`src/rtl/pc_fetch_unit.sv`:
```
// pc_fetch_unit: fetch-stage PC generator with redirects, traps, stall, halt/resume; optional PC_COMPRESSED_EN adds 16-bit instruction stepping.
module pc_fetch_unit #(
  parameter int          WIDTH        = 32,
  parameter logic [31:0] RESET_VECTOR = 32'h0000_0000,
  parameter int          INC          = 4,
  parameter int          ALIGN_BITS   = 2
) (
  input  logic             clk,
  input  logic             rst_n,
  input  logic             stall_i,
  input  logic             redirect_valid_i,
  input  logic [WIDTH-1:0] redirect_target_i,
  input  logic             trap_valid_i,
  input  logic [WIDTH-1:0] trap_target_i,
  input  logic             halt_req_i,
  input  logic             resume_i,
  input  logic             fetch_ready_i,
`ifdef PC_COMPRESSED_EN
  input  logic [1:0]       instr_lo_i,
`endif
  output logic             fetch_valid_o,
  output logic [WIDTH-1:0] pc_o,
  output logic [WIDTH-1:0] pc_plus_o,
  output logic             misalign_o,
  output logic [1:0]       state_o
);
  typedef enum logic [1:0] {BOOT = 2'd0, RUN = 2'd1, HALT = 2'd2, BAD = 2'd3} state_t;
`ifdef PC_COMPRESSED_EN
  localparam int AB = 1;
`else
  localparam int AB = ALIGN_BITS;
`endif
  localparam logic [WIDTH-1:0] LOW = ~({WIDTH{1'b1}} << AB);
  state_t           state, state_n;
  logic [WIDTH-1:0] pc_n, inc, trap_pc;
  logic             mis_n, rd_ok, rd_bad, adv;
`ifdef PC_COMPRESSED_EN
  assign inc = (instr_lo_i != 2'b11) ? WIDTH'(2) : WIDTH'(INC);
`else
  assign inc = WIDTH'(INC);
`endif
  assign pc_plus_o     = pc_o + inc;
  assign trap_pc       = trap_target_i & ~LOW;
  assign rd_ok         = redirect_valid_i && ((redirect_target_i & LOW) == '0);
  assign rd_bad        = redirect_valid_i && !rd_ok;
  assign adv           = fetch_ready_i && !stall_i;
  assign fetch_valid_o = (state == RUN);
  assign state_o       = state;
  // a trap always wins and silences any misalign report from the same cycle
  always_comb begin
    state_n = state;
    pc_n    = pc_o;
    mis_n   = 1'b0;
    case (state)
      BOOT: state_n = RUN;
      RUN: begin
        pc_n    = trap_valid_i ? trap_pc : rd_ok ? redirect_target_i
                : (!redirect_valid_i && adv) ? pc_plus_o : pc_o;
        mis_n   = !trap_valid_i && rd_bad;
        state_n = (!trap_valid_i && halt_req_i) ? HALT : RUN;
      end
      HALT: begin
        pc_n    = trap_valid_i ? trap_pc : rd_ok ? redirect_target_i : pc_o;
        mis_n   = !trap_valid_i && rd_bad;
        state_n = (trap_valid_i || resume_i) ? RUN : HALT;
      end
      default: state_n = RUN;
    endcase
  end
  always_ff @(posedge clk or negedge rst_n) begin
    if (!rst_n) begin
      state      <= BOOT;
      pc_o       <= WIDTH'(RESET_VECTOR);
      misalign_o <= 1'b0;
    end else begin
      state      <= state_n;
      pc_o       <= pc_n;
      misalign_o <= mis_n;
    end
  end
endmodule

```
`config.mk`:
```
export PLATFORM = sky130hd
export DESIGN_NAME = pc_fetch_unit
export DESIGN_NICKNAME = d
export VERILOG_FILES = /design/src/rtl/pc_fetch_unit.sv
export SDC_FILE = /design/constraint.sdc
export NUM_CORES = 1
export LEC_CHECK = 0
export BUFFER_PORTS_ARGS = -buffer_cell sky130_fd_sc_hd__buf_2
export CAP_MARGIN = 5
export CORE_MARGIN = 2
export CORE_UTILIZATION = 47
export CTS_CLUSTER_DIAMETER = 60
export DETAILED_ROUTE_END_ITERATION = 10
export PLACE_DENSITY = 0.86
export SLEW_MARGIN = 0
export SYNTH_ARGS = -nofsm -noshare
export SYNTH_HDL_FRONTEND = slang
export SYNTH_SLANG_ARGS = --single-unit
```
`constraint.sdc`:
```
create_clock -name clk -period 2.11 [get_ports clk]
set_input_delay 0 -clock clk [delete_from_list [all_inputs] [get_ports clk]]
set_output_delay 0 -clock clk [all_outputs]
set_load 0.01 [all_outputs]
```
==> results of run 1 <==
[power groups by stage]
stage,logic (mW),clock network [mW],registers (mW)
finish,2.77,0.567,1.41
global route,3.03,0.596,1.46
CTS,2.75,0.568,1.39
global placement,2.67,0,1.38
detailed placement,2.74,0,1.40
floorplan,1.39,0,1.50
[flip-flops by register name, indices dropped and copies added, names as in the netlist]
| signal | count |
|---|---|
| state_o | 2 |
| pc_o | 32 |
| misalign_o | 1 |
[synthesized netlist by cell type, types with 3 or more instances]
master	count
buf_2	7
buf_1	3
clkbuf_1	12
mux2i_1	6
xor2_1	8
or3_1	3
xnor2_1	19
a22oi_1	6
buf_4	4
nor3_1	6
a21oi_1	16
dfrtp_1	35
and4_1	4
nor2_1	22
mux2_2	3
inv_1	8
o22ai_1	3
nand2_1	33
and2_1	8
nand4_1	14
ha_1	3
o211ai_1	5
a2bb2oi_1	6
o2bb2ai_1	4
a31oi_1	6
a221oi_1	4
o22a_1	4
o32a_1	3
and3_1	9
o21ai_0	25
nand3_1	12
[worst register-to-register path, cell delays in order (launching register included)]
cell	delay, ns
dfrtp_1	0.40
inv_1	0.06
ha_1	0.16
nor4b_1	0.06
buf_4	0.14
o32ai_4	0.34
buf_4	0.23
nor4_1	0.06
or3b_1	0.35
[routing by layer]
metal  global-route usage (%)  part of all wire (%)  routed length (um)
met5                        0                     0                   0
met4                     11.7                   2.7                 261
met3                     4.67                   7.8                 752
met2                     48.5                    49                4750
met1                     37.4                    40                3920
[worst paths after layout]
path	startpoint	cells past startpoint	slack, ns	endpoint
worst max-delay path	pc_o[2]	6	0.16	pc_plus_o[18]
worst min-delay path	redirect_target_i[1]	3	0.006	misalign_o
worst max register to register	state_o[0]	8	0.20	pc_o[30]
worst min register to register	pc_o[1]	1	0.51	pc_o[1]
max in group asynchronous	rst_n	2	1.21	pc_o[7]
min in group asynchronous	rst_n	2	0.36	pc_o[0]
[kinds of logic (layout without fill, tap and decap cells)]
| kind of cell | count (synthesis) | in the layout | synth area share [%] |
|---|---|---|---|
| compound gates | 105 | 105 | 25.6 |
| xor+xnor | 27 | 27 | 8.25 |
| fa+ha+maj | 3 | 3 | 1.31 |
| buf+inv | 34 | 190 | 5.28 |
| flops | 35 | 35 | 30.5 |
| mux | 9 | 9 | 3.27 |
| simple gates | 131 | 131 | 25.7 |
[stage by stage]
| step | instance area (um^2) | hold slack (ns) | utilization (%) | std cells |
|---|---|---|---|---|
| 2_1_floorplan | 2870 | -0.296 | - | 344 |
| 3_3_place_gp | 3810 | 0.135 | 64.3 | 561 |
| 3_5_place_dp | 3810 | 0.142 | 64.3 | 561 |
| 4_1_cts | 3950 | 0.00429 | 66.8 | 574 |
| 5_1_grt | 3980 | 0.0141 | 67.2 | 575 |
| 6_report | 3980 | 0.00627 | 67.2 | 575 |
[cell usage in the layout, fill, tap and decap left out, drive strengths merged, types with 3 or more instances in the layout]
master         n
buf          171
dfrtp         35
nand2         33
o21ai         25
nor2          23
xnor2         19
a21oi         16
nand4         16
nand3         12
and3          11
inv            8
and2           8
xor2           8
clkbuf         8
nor3           8
a22oi          6
mux2i          6
a2bb2oi        6
a31oi          6
o211ai         5
and4           4
o22a           4
o2bb2ai        4
a221oi         4
or3            3
mux2           3
o22ai          3
o32a           3
ha             3
dlygate4sd3    3
nor4           3
o31ai          3
[final cells by class]
class                      instances  area [um^2]  area share [%]
timing repair buffer             174          996            25.0
inverter                           8         30.0           0.754
sequential                        35          876            22.0
multi-input combinational        275         1890            47.4
clock buffer                       8          100            2.51
tap                               75         93.8            2.36
[repair_timing]
item,CTS,global route
endpoints found under the hold margin,37,0
gates resized for setup,0,5
endpoints found under the setup margin,1,15
hold buffers,3,0
buffers inserted,2,1
pin swaps,1,1
==> impl_results.md, run 1 <==
* Status: finished, final reports clean
* HP Class: primary input to register
* Leak at slightly below 2 nW
* H-tree depth at 2
* Initial antenna violation count at 0
* Max-capacitance violation count at 0
* Final hold violations at 0
* Highest clock rate at 512 MHz
* Area added between synthesis and finish at 38.8%
* Pre-CTS WS at approximately 0.14 ns
* I/O pin total at 140
* CP Launch Type: register
* Cell Rows at 28
* Tmin final at 1.95 ns
* Drt drc at 0
* Delay-heaviest family, CP: simple AND/OR/NAND/NOR gates
* Slowest CP cell: dfrtp_1
* Setup violators final at 0
* Die X at between 80 and 90 um
* GRT Residual Overflow at 0
* Clk root buf: clkbuf_8
* Vias in the first global route at roughly 3,100
* Pwr/cell area at ~1200 mW/mm^2
* Area leader, netlist: dfrtp_1
* Fillers at 509
* Worst IR Drop VDD at between 0.6 and 0.7 mV
* Comb power frac at 58.4%
* Critical Path RT at 2.11 ns
* Post-DR wirelength/cell at ~17 um
* Fin crit share at 92.5%
* Die area at 0.00674 mm^2
* Drt pass-1 iters at 5
* Vias after detailed routing at 3,461
* Via density at approximately 6.0
* DP HPWL at 7.10 mm
* Iter 0 DRT Violations at 418
* Synthesized flop and latch total at 35
* Buf/Inv on CP at 1
* Antenna Nets Post-Route at 0
* Syn avg cell area at 8.34 um^2
* Arrival @ worst endpoint at 1.95 ns
* RSZ-0062 raised after global routing: no
* First-pass GRT wire length at 14.9 mm
* Clock slew at reported path FFs at 0.08 ns
* Number of synthesized flops with an enable pin at 0
* Yosys cell types at 63
* GRT Overall Usage at approximately 29%
* Die height at 82.1 um
* Final Skew at 0.00506 ns
* PnR worst setup slack at 0.158 ns
* Post-synthesis sequential area ratio at 30.5%
* Fraction of registers with async set/reset at 100%
* Ant diodes at 0
* Yosys top cell area share at a little under a third
* Initial core utilization at 48.4%
* TNS Setup at 0 ns
* Slew Viols, Final at 0
* Final WL at 9.69 mm
* Final net count at 574
* I/O Buffers at 137
* Slew HR at 43.6%
* TritonCTS Buffers at 5
* Part of the power in registers at 29.6%
* Critical path class: register to primary output
* Clk network pwr share at a little under an eighth
* Syn Nets at between 400 and 500
* Layout cells sized above 1 at roughly two fifths
* Crit end category: primary output
* Largest net degree at the start of global routing at 36
* Area contributors post-synth: dfrtp_1 31%, xnor2_1 5.8%, o21ai_0 4.4%, nand2_1 4.3%, nand4_1 3.1%
* Core Region at around 0.006 mm^2
* Yosys warns at 0
* Least-Margin Pin Slew at 0.845 ns
* Top_reg_cell synth: dfrtp_1
* Cells after Synth at 344
* Synthesized area at 0.00287 mm^2
* TritonCTS clock tree: built
* Int Pwr at 2.56 mW
* Power, Total at 4.75 mW
* CP max stage delay at 0.37 ns
* Crit path max fanout at 7
* Worst path cell trace: ha_1 -> nand3_2 -> nor2_4 -> nand4_1 -> xnor2_1 -> buf_2
* Clock sinks at 35
* GP Congestion at 0.920
* Clock latency on the worst-skew pair at 0.29 ns
* CTS Buffer Depth at 2
* Switch share at 46.1%
* Switching power at 2.19 mW
No activity file was read; power rests on OpenSTA's default activity.
==> inputs of run 2 (changes only) <==
--- a/config.mk
+++ b/config.mk
@@ -12,6 +12,7 @@
 export CTS_CLUSTER_DIAMETER = 60
 export DETAILED_ROUTE_END_ITERATION = 10
 export PLACE_DENSITY = 0.86
+export RECOVER_POWER = 50
 export SLEW_MARGIN = 0
 export SYNTH_ARGS = -nofsm -noshare
 export SYNTH_HDL_FRONTEND = slang
==> run 2 against run 1 <==
Critical path depth is the same. Setup slack got worse by 0.0026 ns. Core utilization shrank 1.0 points. Clock power fell by 1%. Total power is 2.4% lower. Combinational power fell by 4%. Worst hold slack got worse by 0.00093 ns. Cell count unchanged. Clock skew increased by 0.00065 ns. Non-clock buffer count is the same. Global-route usage unchanged. Via count up 0.58%. Critical path type unchanged. Critical endpoint unchanged. Largest power group unchanged.
==> impl_results.md, run 2 (synthesis gave the netlist of run 1 again) <==
* Arrival @ worst endpoint at 1.95 ns (about the same)
* Final hold violations at 0 (unchanged)
* Pwr/cell area at 1180 mW/mm^2 (-0.84%)
* Final Skew at 0.00570 ns (+0.000647 ns)
* Dpl cell area at 0.00381 mm^2 (unchanged)
* Die height at 82.1 um (unchanged)
* TNS Setup at 0 ns (unchanged)
* Core Region at 0.00592 mm^2 (unchanged)
* RSZ-0062 raised after global routing: no
* TritonCTS clock tree: built
* Slew HR at 36.5% (-7.1 points)
* Fin crit share at 92.6% (+0.12 points)
* Routed met3 length at 806 um (+7.2%)
* Status: finished, final reports clean
* Max-capacitance violation count at 0 (unchanged)
* Die X at 82.1 um (unchanged)
* Final hold slack at 0.00534 ns (-0.000930 ns)
* Clock sinks at 35 (unchanged)
* Via density at 6.05 (+0.58%)
* Clk root buf: clkbuf_8
* I/O Buffers at 137 (unchanged)
* Drt drc at 0 (unchanged)
* Layout cells sized above 1 at 33.6% (-7.0 points)
* Critical path class: register to primary output
* CP Launch Type: register
* Vias after detailed routing at 3,481 (+0.58%)
* Clock slew at reported path FFs at 0.08 ns (about the same)
* Clock latency on the worst-skew pair at 0.29 ns (about the same)
* Antenna Nets Post-Route at 0 (unchanged)
* Buf/Inv on CP at 1 (unchanged)
* Tmin final at 1.95 ns (+0.00260 ns)
* Crit path max fanout at 7 (unchanged)
* Most frequent cells in the layout: 108 x buf_2, 36 x clkbuf_1, 35 x dfrtp_1
* Critical Path RT at 2.11 ns (about the same)
* Largest net degree at the start of global routing at 36 (unchanged)
* H-tree depth at 2 (unchanged)
* Slew Viols, Final at 0 (unchanged)
* Most flops, register: pc_o
* Vias in the first global route at 3,142 (unchanged)
* Post-route cell area at 0.00392 mm^2 (-1.5%)
* Final net count at 574 (unchanged)
* First-pass GRT wire length at 14.9 mm (unchanged)
* TritonCTS Buffers at 5 (unchanged)
* Worst IR Drop VDD at 0.648 mV (-2.1%)
* GRT Overall Usage at 29.0% (unchanged)
* Worst path cell trace: ha_1 -> nand3_2 -> nor2_4 -> nand4_1 -> xnor2_1 -> buf_2
* Post-DR wirelength/cell at 16.9 um (+0.44%)
* Initial core utilization at 48.4% (unchanged)
* Final WL at 9.73 mm (+0.44%)
* CTS Buffer Depth at 2 (unchanged)
* CP max stage delay at 0.37 ns (about the same)
* Max FFs per register at 32 (unchanged)
* HP Class: primary input to register
* Highest clock rate at 512 MHz (-0.13%)
* Drt pass-1 iters at 5 (unchanged)
* Least-Margin Pin Slew at 0.952 ns (+0.106 ns)
* Ant diodes at 0 (unchanged)
* Die area at 0.00674 mm^2 (unchanged)
* Initial antenna violation count at 0 (unchanged)
* I/O pin total at 140 (unchanged)
* Most common cell after layout, fill and taps aside: buf_2
* DP HPWL at 7.10 mm (unchanged)
* Cell Rows at 28 (unchanged)
* Met2 wire len at 4.77 mm (+0.34%)
* GP Congestion at 0.920 (unchanged)
* Crit end category: primary output
* GRT Residual Overflow at 0 (unchanged)
* Area added between synthesis and finish at 36.7%
* Setup violators final at 0 (unchanged)
* Highest Signal Layer: met4
* Iter 0 DRT Violations at 334 (-20%)
* Leak at 1.81 nW (-5.9%)
* Wire length on met1 at 3.90 mm (-0.51%)
* Slowest CP cell: dfrtp_1
* Delay-heaviest family, CP: simple AND/OR/NAND/NOR gates
[run 2: cell count changes in the layout (fill, tap and decap cells not counted), sizes merged]
cell	delta
clkbuf	+36
buf	-36
[run 2: worst paths after layout]
path,startpoint,end,slack [ns],cells past startpoint
max in group asynchronous,rst_n,pc_o[2],1.12,2
min in group asynchronous,rst_n,state_o[0],0.40,2
setup / recovery,pc_o[2],pc_plus_o[18],0.16,6
hold / removal,redirect_target_i[1],misalign_o,0.005,3
setup reg to reg,state_o[0],pc_o[30],0.20,8
hold reg to reg,pc_o[1],pc_o[1],0.52,1
[run 2: repair_timing]
| action | 4_1_cts | 5_1_grt |
|---|---|---|
| resized for setup | 0 | 5 |
| setup buffers | 2 | 1 |
| pin swaps | 1 | 1 |
| hold buffers | 3 | 0 |
| endpoints found under the setup margin | 1 | 15 |
| hold endpoints to repair | 37 | 0 |
[run 2: worst min-delay path, cell delays in order]
cell and delay [ns]:
buf_2 0.12, nor2_1 0.09, nor4b_1 0.06
[run 2: power breakdown]
| group | switching (mW) | leakage (nW) | internal [mW] | total (mW) |
|---|---|---|---|---|
| sequential | 0.442 | 0.423 | 0.967 | 1.41 |
| combinational | 1.48 | 1.33 | 1.18 | 2.66 |
| clock | 0.263 | 0.0515 | 0.298 | 0.561 |
| total | 2.19 | 1.81 | 2.45 | 4.64 |
[run 2: stage by stage]
step | power [mW] | setup slack [ns] | instances | utilization (%)
after CTS | 4.71 | 0.0158 | 574 | 66.8
after floorplan | 2.89 | 0.153 | 344 | -
after global placement | 4.05 | 0.238 | 561 | 64.3
after detailed placement | 4.14 | 0.135 | 561 | 64.3
final | 4.64 | 0.155 | 575 | 66.2
after global routing | 4.97 | 0.0141 | 575 | 66.2
[run 2: final cells by class]
class,count,area [um^2]
fill,532,2000
multi-input combinational,275,1890
timing repair buffer,174,935
sequential,35,876
clock buffer,8,100
tap,75,93.8
inverter,8,30.0
[run 2: routing by layer]
| layer | vias up | track usage [%] |
|---|---|---|
| met5 | - | 0 |
| met4 | 0 | 11.7 |
| met3 | 28 | 4.67 |
| met2 | 205 | 48.5 |
| met1 | 1646 | 37.4 |
| li1 | 1602 | - |
